[src/rtl/hazard_pkg.sv]
// Shared types and constants for the hazard controller and MUL/DIV sequencer.
//   fwd_sel_t   : Execute operand forwarding select
//   md_state_t  : MUL/DIV sequencer state
//   fwd_select(): forwarding priority (Memory beats Writeback, x0 never forwards)
package hazard_pkg;

    typedef enum logic [1:0] {
        FWD_RF  = 2'b00,
        FWD_WB  = 2'b01,
        FWD_MEM = 2'b10
    } fwd_sel_t;

    typedef enum logic [1:0] {
        MD_IDLE = 2'b00,
        MD_RUN  = 2'b01,
        MD_DONE = 2'b10
    } md_state_t;

    localparam logic [1:0]  RESULT_SRC_LOAD = 2'b01;
    localparam int unsigned MD_CNT_W        = 4;

    function automatic fwd_sel_t fwd_select(
        input logic [4:0] rs,
        input logic [4:0] rd_m,
        input logic       we_m,
        input logic [4:0] rd_w,
        input logic       we_w
    );
        fwd_sel_t sel;
        sel = FWD_RF;
        if (rs != 5'd0) begin
            if (we_m && (rd_m == rs)) begin
                sel = FWD_MEM;
            end else if (we_w && (rd_w == rs)) begin
                sel = FWD_WB;
            end
        end
        return sel;
    endfunction

endpackage

[src/rtl/md_sequencer.sv]
// MUL/DIV launch sequencer. Pulses go_o when a MUL/DIV arrives in Execute while idle,
// counts down the unit latency, then raises capture_o for one cycle.
// Ports:
//   clk_i, rst_ni      : clock, synchronous active-low reset
//   start_i, is_div_i  : Execute holds a MUL/DIV; selects DIV latency
//   go_o               : one-cycle start pulse to the unit
//   capture_o          : result valid this cycle
//   hold_o             : hold F/D/E and bubble into M while the unit runs
module md_sequencer
    import hazard_pkg::*;
#(
    parameter int unsigned MulLat = 3,
    parameter int unsigned DivLat = 8
) (
    input  logic clk_i,
    input  logic rst_ni,
    input  logic start_i,
    input  logic is_div_i,
    output logic go_o,
    output logic capture_o,
    output logic hold_o
);

    // Launch cycle plus the DONE cycle account for two of the latency cycles.
    localparam logic [MD_CNT_W-1:0] MulCnt = MD_CNT_W'(MulLat - 2);
    localparam logic [MD_CNT_W-1:0] DivCnt = MD_CNT_W'(DivLat - 2);

    md_state_t             state_q, state_d;
    logic [MD_CNT_W-1:0]   cnt_q, cnt_d;

    always_ff @(posedge clk_i) begin
        if (!rst_ni) begin
            state_q <= MD_IDLE;
            cnt_q   <= '0;
        end else begin
            state_q <= state_d;
            cnt_q   <= cnt_d;
        end
    end

    always_comb begin
        state_d   = state_q;
        cnt_d     = cnt_q;
        go_o      = 1'b0;
        capture_o = 1'b0;
        hold_o    = 1'b0;
        unique case (state_q)
            MD_IDLE: begin
                if (start_i) begin
                    go_o    = 1'b1;
                    hold_o  = 1'b1;
                    cnt_d   = is_div_i ? DivCnt : MulCnt;
                    state_d = MD_RUN;
                end
            end
            MD_RUN: begin
                hold_o = 1'b1;
                if (cnt_q == '0) begin
                    state_d = MD_DONE;
                end else begin
                    cnt_d = cnt_q - MD_CNT_W'(1);
                end
            end
            MD_DONE: begin
                // Release the hold so the instruction advances to M at the next edge.
                capture_o = 1'b1;
                state_d   = MD_IDLE;
            end
            default: begin
                state_d = MD_IDLE;
            end
        endcase
    end

endmodule

[src/rtl/hazard_controller.sv]
// Hazard and sequencing controller for the 5-stage core: Execute forwarding selects,
// load-use stall, branch flush, and MUL/DIV hold merged with priority.
// Ports:
//   clk, reset (sync, active-low)
//   Rs1_D/Rs2_D, Rs1_E/Rs2_E/Rd_E, Rd_M/Rd_W, RegWrite_M/W, ResultSrc_E, PCSrc_E,
//   MdStart_E, MdIsDiv_E                    : pipeline status inputs
//   ForwardA_E/ForwardB_E                   : operand selects
//   Stall_F/D/E, Flush_D/E/M                : pipeline register controls
//   MdGo, MdCapture                         : MUL/DIV unit handshake
// Optional: define HAZARD_PERF_CNT_EN to add saturating StallCycles and FlushCount outputs.
module hazard_controller
    import hazard_pkg::*;
#(
    parameter int unsigned MUL_LAT = 3,
    parameter int unsigned DIV_LAT = 8
) (
    input  logic       clk,
    input  logic       reset,
    input  logic [4:0] Rs1_D,
    input  logic [4:0] Rs2_D,
    input  logic [4:0] Rs1_E,
    input  logic [4:0] Rs2_E,
    input  logic [4:0] Rd_E,
    input  logic [4:0] Rd_M,
    input  logic [4:0] Rd_W,
    input  logic       RegWrite_M,
    input  logic       RegWrite_W,
    input  logic [1:0] ResultSrc_E,
    input  logic       PCSrc_E,
    input  logic       MdStart_E,
    input  logic       MdIsDiv_E,
    output logic [1:0] ForwardA_E,
    output logic [1:0] ForwardB_E,
    output logic       Stall_F,
    output logic       Stall_D,
    output logic       Stall_E,
    output logic       Flush_D,
    output logic       Flush_E,
    output logic       Flush_M,
    output logic       MdGo,
    output logic       MdCapture
`ifdef HAZARD_PERF_CNT_EN
    ,
    output logic [31:0] StallCycles,
    output logic [31:0] FlushCount
`endif
);

    logic md_go, md_capture, md_hold;
    logic lw_stall;

    md_sequencer #(
        .MulLat (MUL_LAT),
        .DivLat (DIV_LAT)
    ) u_md_sequencer (
        .clk_i     (clk),
        .rst_ni    (reset),
        .start_i   (MdStart_E),
        .is_div_i  (MdIsDiv_E),
        .go_o      (md_go),
        .capture_o (md_capture),
        .hold_o    (md_hold)
    );

    assign lw_stall = (ResultSrc_E == RESULT_SRC_LOAD) && (Rd_E != 5'd0) &&
                      ((Rs1_D == Rd_E) || (Rs2_D == Rd_E));

    // Everything is forced quiet while reset is held low.
    always_comb begin
        ForwardA_E = FWD_RF;
        ForwardB_E = FWD_RF;
        Stall_F    = 1'b0;
        Stall_D    = 1'b0;
        Stall_E    = 1'b0;
        Flush_D    = 1'b0;
        Flush_E    = 1'b0;
        Flush_M    = 1'b0;
        MdGo       = 1'b0;
        MdCapture  = 1'b0;
        if (reset) begin
            ForwardA_E = fwd_select(Rs1_E, Rd_M, RegWrite_M, Rd_W, RegWrite_W);
            ForwardB_E = fwd_select(Rs2_E, Rd_M, RegWrite_M, Rd_W, RegWrite_W);
            // MUL/DIV hold overrides load-use and branch flushes.
            Stall_F    = md_hold | lw_stall;
            Stall_D    = md_hold | lw_stall;
            Stall_E    = md_hold;
            Flush_M    = md_hold;
            Flush_D    = PCSrc_E & ~md_hold;
            Flush_E    = (lw_stall | PCSrc_E) & ~md_hold;
            MdGo       = md_go;
            MdCapture  = md_capture;
        end
    end

`ifdef HAZARD_PERF_CNT_EN
    logic [31:0] stall_cycles_q, stall_cycles_d;
    logic [31:0] flush_count_q, flush_count_d;

    always_comb begin
        stall_cycles_d = stall_cycles_q;
        flush_count_d  = flush_count_q;
        if (Stall_D && (stall_cycles_q != 32'hFFFF_FFFF)) begin
            stall_cycles_d = stall_cycles_q + 32'd1;
        end
        if ((Flush_D || Flush_E) && (flush_count_q != 32'hFFFF_FFFF)) begin
            flush_count_d = flush_count_q + 32'd1;
        end
    end

    always_ff @(posedge clk) begin
        if (!reset) begin
            stall_cycles_q <= '0;
            flush_count_q  <= '0;
        end else begin
            stall_cycles_q <= stall_cycles_d;
            flush_count_q  <= flush_count_d;
        end
    end

    assign StallCycles = stall_cycles_q;
    assign FlushCount  = flush_count_q;
`endif

endmodule

[config.mk]
export PLATFORM = sky130hd
export DESIGN_NAME = hazard_controller
export DESIGN_NICKNAME = d
export VERILOG_FILES = /design/src/rtl/hazard_pkg.sv /design/src/rtl/md_sequencer.sv /design/src/rtl/hazard_controller.sv
export SDC_FILE = /design/constraint.sdc
export NUM_CORES = 1
export LEC_CHECK = 0
export CORE_UTILIZATION = 31
export CTS_CLUSTER_SIZE = 8
export DETAILED_ROUTE_END_ITERATION = 8
export HOLD_SLACK_MARGIN = 0.15
export PLACE_DENSITY = 0.84
export SKIP_CTS_REPAIR_TIMING = 1
export SLEW_MARGIN = 15
export SYNTH_ARGS = -nofsm -noshare
export SYNTH_HDL_FRONTEND = slang
export SYNTH_SLANG_ARGS = --single-unit
[constraint.sdc]
create_clock -name clk -period 2.5 [get_ports clk]
set_clock_uncertainty 0.15 [all_clocks]
set_input_delay 0.75 -clock clk [delete_from_list [all_inputs] [get_ports clk]]
set_output_delay 0.75 -clock clk [all_outputs]
set_load 0.02 [all_outputs]
==> metrics.md <==
| Metric | Value |
|---|---|
| Status | finished, violations left |
| Failing checks | setup timing |
| Worst hold slack | 321 ps |
| R2r setup slk | 730 ps |
| Crit-path max cell delay | 540 ps |
| Synth Flop Type | dfxtp_1 |
| Initial DRC count | 18 |
| Hpwl dp | 2420 µm |
| Via/cell ratio | about 5.2 |
| Die Ht | 52.1 µm |
| Starting Density | 33.8% |
| Routed wire per std cell | between 15 and 20 µm |
| Reg-to-Reg Start | u_md_sequencer.cnt_q[0] |
| Layout cells sized above 1 | 47.8% |
| Worst-path clk slew | 40 ps |
| CTS root buffer | clkbuf_4 |
| Min setup slack post-route | -293 ps |
| Clock buffer depth | 2 |
| Inst Count DP | 207 |
| H-tree levels | 1 |
| Mean Syn Cell Area | 7.62 µm² |
| Cts bufs inserted | 3 |
| DR vias | 1110 |
| Worst Hold Path EP | u_md_sequencer.state_q[1] |
| Commonest cells post-synth | 18 x xor2_1, 12 x xnor2_1, 10 x nor2_1 |
| Core area | 2300 µm² |
| F_max | 0.358 GHz |
| Clk sink count | 6 |
| Worst hold path class | flop to flop |
| Synth Warn # | 0 |
| Synth Instances | 102 |
| IO Pins | 56 |
| First-pass GRT wire length | 4220 µm |
| Die width | 52.1 µm |
| Final Max Slew Viols | 0 |
| Die area | 2710 µm² |
| Final wirelength | 3230 µm |
| Largest net degree at the start of global routing | 9 |
| Vias in the first global route | about 1100 |
| Ordered list of cells on the worst path | buf_8, or4_4, nor2_4, or4_4, o21bai_1, buf_4 |
| Slowest stage cell, crit path | or4_4 |
| Async set-reset flop share out of synthesis | 0% |
| Worst skew pair latency | 250 ps |
| TritonCTS clock tree | done |
| Worst setup EP type | output port |
| Max FO, Critical Path | 3 |
| DR pass1 iterations | 4 |
| Reg2reg end | u_md_sequencer.cnt_q[3] |
| Leak Pwr | 0.922 nW |
| Tmin final | 2790 ps |
| Synth cell types | 30 |
| Diode count | 0 |
| Hold Crit Start | u_md_sequencer.cnt_q[3] |
| Grt total ovfl | 0 |
| Post-synthesis sequential area ratio | 15.5% |
| Final nets | 233 |
| Area Growth Syn to Fin | 126% |
| Antenna-violating nets left | 0 |
| Final Non-Filler Cells | approximately 210 |
| Number of synthesized flops with an enable pin | 0 |
| Most common cell in the netlist | xor2_1 |
| Most common cell on crit path | or4_4 |
| Mapped Area | 777 µm² |
| Post-Layout Inst Area | 1760 µm² |
| Number of synthesized register bits | 6 |
| CP Launch Type | input pin |
| Final Hold Vio Count | 0 |
| Synth area leader | xor2_1 |
| Placement Cell Area | 1610 µm² |
| Hold Path Stages | 1 |
| Post-synth top area share | around a fifth |
| Final Cycle Share | 112% |
| Rows | 17 |
| RSZ-0062 raised after global routing | true |
| Syn Nets | around 150 |
| Ranking of synthesized cells by area | xor2_1 20%, dfxtp_1 15%, xnor2_1 14% |
| WP data required | 1600 ps |
| DR DRC count | 0 |
| Data arrival, critical path | between 1500 and 2000 ps |
| Pwr Density | 321 nW/µm² |
| Total GRT Usage | 21.3% |
| CP Class | input pin to output port |
| Initial antenna violation count | 0 |
| Number of I/O port buffers | 55 |
| Tot Pwr | 0.565 mW |
| # setup viols final | 7 |
| Actual slew at the worst max-slew pin | 288 ps |
| R2R cell count | 6 |
| VDD IR max | ~210 µV |
| Relative slew slack | about 81% |
| # Max-Cap Violations | 0 |
| Placer Congestion | 0.895 |
==> critical path, delay by kind of cell <==
family	cells	cell delay, ps
simple gates	3	810
buf+inv	2	260
compound gates	1	70
==> placed cells by master (no fill, tap or decap), types with 2 or more instances in the layout <==
cell             count
buf_4               31
dlymetal6s2s_1      21
xor2_1              17
clkbuf_2            13
xnor2_1             11
buf_6               10
nor2_1               6
dfxtp_1              6
inv_1                4
or4_4                4
nand2_1              4
buf_8                4
nor2_4               3
nor3_1               3
a21oi_1              3
clkbuf_4             3
clkdlybuf4s50_1      3
nand3_2              2
nand4_1              2
nor4_4               2
nor3_2               2
o21bai_1             2
nor3b_4              2
nor2b_1              2
o21ai_0              2
==> final cells by class <==
class,count,area [µm²]
Sequential cell,6,120
Tap cell,28,35.0
Clock buffer,3,22.5
Fill cell,160,538
Timing Repair Buffer,83,768
Inverter,5,18.8
Multi-Input combinational cell,89,795
==> worst max path at each step <==
stage	start	end	slack [ps]
after detailed placement	Rd_E[2]	Stall_F	-1280
final	Rd_E[4]	Flush_E	-290
after floorplan	Rd_E[2]	Stall_F	-320
after global routing	Rs2_E[2]	ForwardB_E[1]	-350
after global placement	Rs1_E[3]	ForwardA_E[1]	-1170
after CTS	Rd_E[2]	Stall_F	-1290
==> flip-flops by register name, indices dropped and copies added (netlist names) <==
signal,flops
u_md_sequencer.cnt_q,4
u_md_sequencer.state_q,2
==> stage by stage <==
step / TNS [ps] / utilization (%) / setup WS, ps
after floorplan: -648 / - / -322
after global placement: -11490 / 69.9 / -1170
after detailed placement: -12050 / 69.9 / -1280
after CTS: -12150 / 70.9 / -1290
after global routing: -2210 / 76.6 / -346
final: -1940 / 76.6 / -293
==> power breakdown <==
| group | internal, mW | leakage, nW | switching, mW |
|---|---|---|---|
| clock | 0.0543 | 0.0138 | 0.0346 |
| combinational | 0.185 | 0.859 | 0.161 |
| sequential | 0.113 | 0.0495 | 0.0163 |
==> metal layers <==
layer  up-vias  wire length (µm)  global-route usage, %
met5         -                 0                      0
met4         0                48                   10.8
met3         5               317                   4.09
met2        62              1860                   46.6
met1       513               997                   16.6
li1        530                 -                      -
==> cells by family after synthesis <==
logic type | share of synthesized area [%]
xor gates and xnor gates | 33.8
and+or+nand+nor | 30.8
adders and majority gates | 1.61
AOI/OAI and AO/OA | 14.0
buffers and inverters | 4.35
DFF | 15.5
No activity file was read; power rests on OpenSTA's default activity.
